### src/rtl/nubus_master_ng.sv
// NuBus master sequencer: arbitrate, START (address cycle), hold data cycle until ACK, retry/abort/lock.
// Latency: 4 cycles IDLE->ARB->ARB(arbdn)->ADDR->DATA minimum; cpu_done lands on the first cycle back in IDLE/LHOLD.
// Backpressure: waits in IDLE while RQST is asserted; waits in ARB for arbdn, grant, free bus and no START.
module nubus_master_ng #(
  parameter int MAX_RETRY   = 8,
  parameter int TIMEOUT_CYC = 255,
  parameter int CNT_W       = 8
) (
  input  logic             nub_clkn,
  input  logic             nub_resetn,
  input  logic             nub_rqstn,
  input  logic             nub_startn,
  input  logic             nub_ackn,
  input  logic             nub_tm1n,
  input  logic             nub_tm0n,
  input  logic             arb_grant,
  input  logic             cpu_valid,
  input  logic             cpu_lock,
  input  logic [1:0]       cpu_tm,
  output logic             cpu_done,
  output logic [1:0]       cpu_status,
  output logic [CNT_W-1:0] retry_cnt,
  output logic             arbcy_o,
  output logic             adrcy_o,
  output logic             dtacy_o,
  output logic             owner_o,
  output logic             busy_o,
  output logic             arbdn_o,
  output logic             locked_o,
  output logic             tm1n_o,
  output logic             tm0n_o
);

  typedef enum logic [2:0] {
    S_IDLE  = 3'd0,
    S_ARB   = 3'd1,
    S_ADDR  = 3'd2,
    S_DATA  = 3'd3,
    S_LHOLD = 3'd4
  } state_t;

  localparam logic [1:0] ST_TRY_LATER = 2'd3;

  state_t           state, state_nx;
  logic [CNT_W-1:0] tmo_cnt, tmo_nx;
  logic [CNT_W-1:0] retry_nx;
  logic             owner_nx, locked_nx, done_nx;
  logic [1:0]       status_nx;

  // Bus lines are active-low on the pads; work with active-high copies.
  logic       rqst, start, ack;
  logic [1:0] ack_status;
  logic       bus_free, timeout_hit, retry_ok;

  assign rqst        = ~nub_rqstn;
  assign start       = ~nub_startn;
  assign ack         = ~nub_ackn;
  assign ack_status  = {~nub_tm1n, ~nub_tm0n};
  assign bus_free    = ~busy_o | ack;
  // Counter is zero in the first DATA cycle, so TIMEOUT_CYC-1 marks the last allowed cycle.
  assign timeout_hit = (tmo_cnt == CNT_W'(TIMEOUT_CYC - 1));
  assign retry_ok    = (retry_cnt < CNT_W'(MAX_RETRY));

  // Next-state and bookkeeping decisions for the sequencer.
  always_comb begin
    state_nx  = state;
    tmo_nx    = tmo_cnt;
    retry_nx  = retry_cnt;
    owner_nx  = owner_o;
    locked_nx = locked_o;
    done_nx   = 1'b0;
    status_nx = cpu_status;
    case (state)
      S_IDLE: begin
        // cpu_done high means cpu_valid still belongs to the request just finished.
        if (cpu_valid && !cpu_done && !rqst) begin
          state_nx = S_ARB;
          retry_nx = '0;
        end
      end
      S_ARB: begin
        if (arbdn_o && arb_grant && bus_free && !start) begin
          state_nx  = S_ADDR;
          owner_nx  = 1'b1;
          locked_nx = cpu_lock;
        end
      end
      S_ADDR: begin
        state_nx = S_DATA;
        tmo_nx   = '0;
      end
      S_DATA: begin
        tmo_nx = tmo_cnt + 1'b1;
        if (ack) begin
          if (ack_status == ST_TRY_LATER && retry_ok) begin
            state_nx = S_ARB;
            retry_nx = retry_cnt + 1'b1;
            owner_nx = 1'b0;
          end else begin
            done_nx   = 1'b1;
            status_nx = ack_status;
            if (locked_o && cpu_lock) begin
              state_nx = S_LHOLD;
            end else begin
              state_nx  = S_IDLE;
              owner_nx  = 1'b0;
              locked_nx = 1'b0;
            end
          end
        end else if (timeout_hit) begin
          done_nx   = 1'b1;
          status_nx = ST_TRY_LATER;
          state_nx  = S_IDLE;
          owner_nx  = 1'b0;
          locked_nx = 1'b0;
        end
      end
      S_LHOLD: begin
        if (cpu_valid && cpu_lock && !cpu_done) begin
          state_nx = S_ADDR;
          retry_nx = '0;
        end else if (!cpu_lock) begin
          state_nx  = S_IDLE;
          owner_nx  = 1'b0;
          locked_nx = 1'b0;
        end
      end
      default: state_nx = S_IDLE;
    endcase
  end

  // Register state, counters and all pad/debug strobes; strobes follow the next state.
  always_ff @(posedge nub_clkn) begin
    if (!nub_resetn) begin
      state      <= S_IDLE;
      tmo_cnt    <= '0;
      retry_cnt  <= '0;
      cpu_done   <= 1'b0;
      cpu_status <= 2'd0;
      arbcy_o    <= 1'b0;
      adrcy_o    <= 1'b0;
      dtacy_o    <= 1'b0;
      owner_o    <= 1'b0;
      busy_o     <= 1'b0;
      arbdn_o    <= 1'b0;
      locked_o   <= 1'b0;
      tm1n_o     <= 1'b1;
      tm0n_o     <= 1'b1;
    end else begin
      state      <= state_nx;
      tmo_cnt    <= tmo_nx;
      retry_cnt  <= retry_nx;
      cpu_done   <= done_nx;
      cpu_status <= status_nx;
      arbcy_o    <= (state_nx == S_ARB);
      adrcy_o    <= (state_nx == S_ADDR);
      dtacy_o    <= (state_nx == S_DATA);
      owner_o    <= owner_nx;
      busy_o     <= (~busy_o & start & ~ack) | (busy_o & ~ack);
      arbdn_o    <= arbcy_o & ~start;
      locked_o   <= locked_nx;
      tm1n_o     <= ~((state_nx == S_ADDR) & cpu_tm[1]);
      tm0n_o     <= ~((state_nx == S_ADDR) & cpu_tm[0]);
    end
  end

endmodule

### config.mk
export PLATFORM = sky130hd
export DESIGN_NAME = nubus_master_ng
export DESIGN_NICKNAME = d
export VERILOG_FILES = /design/src/rtl/nubus_master_ng.sv
export SDC_FILE = /design/constraint.sdc
export NUM_CORES = 1
export LEC_CHECK = 0
export ABC_AREA = 1
export CORE_UTILIZATION = 42
export CTS_CLUSTER_SIZE = 25
export DETAILED_ROUTE_END_ITERATION = 8
export PLACE_DENSITY = 0.68
export SLEW_MARGIN = 30
export SYNTH_ARGS = -nofsm -noshare
export SYNTH_HDL_FRONTEND = slang
export SYNTH_SLANG_ARGS = --single-unit
### constraint.sdc
create_clock -name nub_clkn -period 2.45 [get_ports nub_clkn]
set_input_delay 0.245 -clock nub_clkn [delete_from_list [all_inputs] [get_ports nub_clkn]]
set_output_delay 0.245 -clock nub_clkn [all_outputs]
set_load 0.01 [all_outputs]
==> out/results.txt, run 1 <==
Tot Pwr = 948.9 uW
Synthesis-stage register bit count = 31
P_sw = 226.3 uW
Crit path DAT = 1.32 ns
Endpoints failing hold = 0
P_leak = 0.0007888 uW
Clock Tree Root = clkbuf_4
Crit-path cells = clkdlybuf4s50_1
Top Metal Used = met4
WL per Instance = 10.51 um
Post-synth ARST share = 0%
Cell family with most CP delay = buffers and inverters
Metal2 WL = 1336 um
HP Class = primary input to flip-flop
Max-slew violations = 0
Pin count of the biggest net entering global routing = 18
Min Tclk post-route = 1.561 ns
Total clock sinks = 31
Clk Latency, worst-skew pair = 0.33 ns
Post-synthesis cell count = 196
Gr usage total = 18.07%
CTS buffer count = 5
Area of the multi-input gates = 752.0 um2
Setup bufs post-CTS = 0
Post-Synthesis Cell Area = 1473 um2
FMAX = 0.6407 GHz
Sequential share of power = 54.4%
Drt total wl = 2932 um
Die Wd = 61.22 um
CP required = 2.20 ns
Slew HR = 66.79%
Library cells used by synthesis = 31
Pre-CTS WS = 0.6971 ns
Int Power = 722.5 uW
IO buf count = 31
Fin crit share = 63.71%
DRC Markers = 0
Sw Ratio = 23.85%
Post-route ant nets = 0
Setup Skew = 0.006354 ns
Nets = 247
Unrepaired setup endpoints after global routing = no
Max H-tree Level = 2
EDFF count, synth = 0
Status = complete, no violations
Detail Route met3 WL = 121 um
Combinational Power Share = 10.0%
CORE AREA = 3337 um2
Power per cell area = 500.3 nW/um2
Layout cells sized above 1 = 15.45%
Die H = 61.22 um
Yosys top cell area share = 42.14%
Crit start category = flip-flop
Die area = 3747 um2
Via density = 4.703
Clock-pin slew on the worst setup and hold paths = 0.09 ns
Setup TNS = 0 ns
Syn avg cell area = 7.514 um2
Buf/Inv on CP = 1
Register area = 620.6 um2
Gr ovfl total = 0
Number of synthesis warnings = 0
First-pass GRT wire length = 4885 um
CTS tree = built
Diodes inserted = 0
Most frequent cells after synthesis = nand2_1, nor2_1, dfxtp_1
# fillers = 338
DR vias = 1312
VDD IR max = 0.3219 mV
Post-route setup slack = 0.8891 ns
Max-cap viol count = 0
Post-DP HPWL = 2208 um
Cell taking the most area after synthesis = dfxtp_1
Top-count cell post-synth = nand2_1
Crit path largest cell delay = 0.57 ns
Synth area leaders = dfxtp_1, nand2_1, nor2_1
Layout area overhead = 28.80%
Top FF cell, synth = dfxtp_1
Initial core utilization = 44.13%
Critical path peak fanout = 5
Max clock buf depth = 2
First DRT Iteration DRCs = 53
CTS resizes = 0
Metal1 wirelength = 1426 um
Number of core rows = 21
Clock share of power = 35.6%
Worst path slowest cell = clkdlybuf4s50_1
Vias in the first global route = 1159
Initial antenna violation count = 0
Crit end category = primary output
Final setup fails = 0
Gpl congestion = 0.7916
IO Pins = 32
Worst slew pin tran = 0.4951 ns
Hold_buf cts = 0
Seq/Total Area, Yosys = 42.14%
First-pass DRT Iterations = 5
Crit Path Class = flip-flop to primary output
Mapped Nets = 211
power groups by stage:
stage	Sequential [uW]	Combinational [uW]	Clock, uW
2_1_floorplan	529	51.2	0
4_1_cts	516	95.9	347
5_1_grt	517	106	368
6_report	516	95.0	338
3_3_place_gp	528	95.1	0
3_5_place_dp	528	95.5	0
per-layer routing:
metal  global-route usage, %  vias to the layer above
met5                       0                        -
met4                   6.818                        0
met3                   5.882                        5
met2                   29.50                       24
met1                   22.16                      583
li1                        -                      700
path summary, 6_finish.rpt:
check             depth (start not counted)  slack [ns]          from           end
setup / recovery                          1        0.89  retry_cnt[0]  retry_cnt[0]
hold / removal                            2        0.39     cpu_tm[0]        tm0n_o
setup reg to reg                          7        0.92      state[0]  retry_cnt[3]
hold reg to reg                           2        0.46       arbcy_o       arbdn_o
logic make-up (layout without fill, tap and decap cells):
family                   Yosys count  in the layout  synth area share, %
AND/OR/NAND/NOR                  113            113                37.47
flip-flops                        31             31                42.14
buffers and inverters             23             60                6.797
AO/OA/AOI/OAI                     22             22                8.665
XOR/XNOR                           4              4                2.379
adder cells (fa/ha/maj)            3              3                2.549
cell type report:
class	count	area share (%)
well taps	46	3.034
repair buffers	32	16.75
inverters	20	4.222
clock buffers	8	3.628
multi-input cells	142	39.64
flip-flops and latches	31	32.72
placed cells by master (no fill, tap or decap), types with 2 or more instances in the layout:
master	synthesis	routed
nand2_2	4	4
ha_1	3	3
nor2_2	8	8
clkbuf_4	0	5
clkdlybuf4s50_1	0	31
o21ai_0	4	4
nand3_1	12	12
dfxtp_1	31	31
nand2_1	40	40
a21oi_1	11	11
inv_1	13	13
nor2_4	4	4
xor2_1	3	3
a211oi_1	2	2
nand4_1	3	3
nand3_2	3	3
clkbuf_8	0	2
nor2_1	33	33
o21a_1	2	2
inv_2	5	5
nand2_4	2	2
state kept, by name, indices dropped and copies added, names as in the netlist:
signal / cells
state: 3
arbdn_o: 1
owner_o: 1
retry_cnt: 8
cpu_status: 2
tm0n_o: 1
adrcy_o: 1
tmo_cnt: 8
tm1n_o: 1
locked_o: 1
cpu_done: 1
dtacy_o: 1
arbcy_o: 1
busy_o: 1
per-stage QoR:
stage               hold slack (ns)  util [%]  instance area, um2  std cells
finish                       0.3924     56.84                1897        279
CTS                          0.3914     56.84                1897        279
detailed placement           0.4477     54.78                1828        271
floorplan                    0.3138         -                1473        196
global placement             0.4454     54.78                1828        271
global route                 0.3974     56.84                1897        279
Note: power is estimated with default switching activity, not from simulation.
==> inputs of run 2 (changes only) <==
- PLACE_DENSITY: 0.68 -> 0.71
- clock period: 2.45 -> 1.3 ns (I/O delays scaled with it)
==> run 2 against run 1 <==
  * The flow now finishes with violations (negative setup slack)
  * Non-clock buffer count is 30 higher
  * Final area is 18% higher
  * Clock skew increased by 0.0098 ns
  * Worst hold slack got worse by 0.13 ns
==> out/results.txt, run 2 (synthesis results as in run 1) <==
Status = finished, violations left (was complete, no violations)
Failing checks = negative setup slack
DR vias = 1439 (was 1312)
CTS buffer count = 5 (unchanged)
Vias in the first global route = 1322 (was 1159)
Initial antenna violation count = 0 (unchanged)
Initial core utilization = 44.13% (unchanged)
First DRT Iteration DRCs = 61 (was 53)
Critical path peak fanout = 2 (was 5)
CORE AREA = 3337 um2 (unchanged)
Slew HR = 84.09% (was 66.79%)
Die H = 61.22 um (unchanged)
Max clock buf depth = 2 (unchanged)
Hold-critical path endpoint = tm1n_o (was tm0n_o)
Setup Skew = 0.01613 ns (was 0.006354 ns)
Gpl congestion = 0.8523 (was 0.7916)
Post-DP HPWL = 2644 um (was 2208 um)
FMAX = 0.7567 GHz
Gr ovfl total = 0 (unchanged)
HP Class = primary input to flip-flop (unchanged)
Crit end category = flip-flop (was primary output)
Most common cell after layout, fill and taps aside = nand2_1 (unchanged)
Gr usage total = 21.36% (was 18.07%)
Critical R2R Capture = arbcy_o (was retry_cnt[3])
Crit Path Class = flip-flop to flip-flop (was flip-flop to primary output)
IO Pins = 32 (unchanged)
Endpoints failing hold = 0 (unchanged)
Crit path DAT = 1.56 ns (was 1.32 ns)
Min Tclk post-route = 1.321 ns
Max-cap viol count = 0 (unchanged)
Via density = 4.657 (was 4.703)
CP required = 1.54 ns (was 2.20 ns)
Hold_buf cts = 0 (unchanged)
DRC Markers = 0 (unchanged)
Diodes inserted = 0 (unchanged)
Max-slew violations = 0 (unchanged)
Most frequent cells in the layout = nand2_1, buf_4, nor2_1 (was nand2_1, nor2_1, dfxtp_1, clkdlybuf4s50_1, inv_1)
Final setup fails = 4 (was 0)
Drt total wl = 3441 um (was 2932 um)
FF-to-FF setup slack = -0.02 ns (was 0.92 ns)
Clk Latency, worst-skew pair = 0.34 ns (was 0.33 ns)
P_leak = 0.001052 uW (was 0.0007888 uW)
Clock Tree Root = clkbuf_4 (unchanged)
IO buf count = 31 (unchanged)
Unrepaired setup endpoints after global routing = yes (was no)
Layout area overhead = 51.83% (was 28.80%)
Hold Path Origin = cpu_tm[1] (was cpu_tm[0])
Util after Layout = 67.00% (was 56.84%)
First-pass DRT Iterations = 4 (was 5)
Max H-tree Level = 2 (unchanged)
R2r startpoint = tmo_cnt[0] (was state[0])
Power per cell area = 886.3 nW/um2 (was 500.3 nW/um2)
WL per Instance = 11.14 um (was 10.51 um)
WHS Path Cells = 2 (unchanged)
Layout cells sized above 1 = 36.50% (was 15.45%)
Number of core rows = 21 (unchanged)
Reg2Reg Depth = 11 (was 7)
First-pass GRT wire length = 5713 um (was 4885 um)
Clock-pin slew on the worst setup and hold paths = 0.10 ns (was 0.09 ns)
Tot Pwr = 1982 uW (was 948.9 uW)
Pre-CTS WS = -0.2686 ns (was 0.6971 ns)
Post-route setup slack = -0.02144 ns (was 0.8891 ns)
Die area = 3747 um2 (unchanged)
Biggest regs = retry_cnt (8), tmo_cnt (8), state (3) (unchanged)
Fin crit share = 101.6%
Total clock sinks = 31 (unchanged)
VDD IR max = 0.6799 mV (was 0.3219 mV)
Worst slew pin tran = 0.2365 ns (was 0.4951 ns)
Crit start category = flip-flop (unchanged)
Nets = 277 (was 247)
Post-route ant nets = 0 (unchanged)
Pin count of the biggest net entering global routing = 11 (was 18)
CTS tree = built (unchanged)
Die Wd = 61.22 um (unchanged)
==> run 2: changes by cell type in the layout (fill, tap and decap cells not counted), sizes merged <==
cell,before,now
dlygate4sd2,0,20
bufinv,0,1
clkinv,1,2
clkbuf,8,6
buf,1,31
clkdlybuf4s50,31,11
==> run 2: how the worst max path moves through the flow <==
stage / start / to / slack, ns / cells past startpoint
floorplan: tmo_cnt[0] / locked_o / 0.06 / 10
global route: tmo_cnt[0] / arbcy_o / -0.12 / 11
detailed placement: nub_ackn / locked_o / -0.27 / 9
global placement: nub_ackn / locked_o / -0.25 / 9
finish: tmo_cnt[0] / arbcy_o / -0.02 / 11
CTS: tmo_cnt[0] / dtacy_o / -0.05 / 11
==> run 2: layer usage <==
layer	track usage [%]	vias to the layer above	routed length, um
li1	-	758	-
met1	25.49	649	1522
met2	35.56	27	1744
met3	6.513	5	116
met4	9.091	0	57
met5	0	-	0
==> run 2: critical path: stages (launching register included) <==
cell and delay (ns):
dfxtp_2 0.34, inv_2 0.07, ha_4 0.12, nand2_1 0.04, nor2_1 0.08, nand2_1 0.09
nand2_2 0.11, nor2_4 0.05, inv_2 0.08, nand2_2 0.08, o21ai_2 0.12, nor2_1 0.05
==> run 2: layout make-up <==
cell class	instances	area, um2
Fill cell	298	1101
Multi-Input combinational cell	142	859.6
Sequential cell	31	634.4
Timing Repair Buffer	62	518.0
Inverter	20	80.08
Tap cell	46	57.56
Clock buffer	6	51.30
Clock inverter	2	35.03
==> run 2: what timing repair did <==
item,4_1_cts,5_1_grt
resized for setup,37,25
pin swaps,5,11
setup buffers,0,3
setup endpoints to repair,30,25
==> run 2: through the flow <==
step | setup TNS [ns] | hold slack (ns) | cells | cell area (um2)
CTS | -0.06947 | 0.2606 | 306 | 2146
finish | -0.03965 | 0.2638 | 309 | 2236
floorplan | 0 | 0.1988 | 196 | 1473
global placement | -2.579 | 0.4507 | 298 | 2031
global route | -0.8884 | 0.2657 | 309 | 2236
detailed placement | -2.903 | 0.4453 | 298 | 2031
==> run 2: report_power, final <==
group	internal [uW]	switching, uW
Clock	454	337
Sequential	960	10.3
Combinational	102	118
Total	1520	465
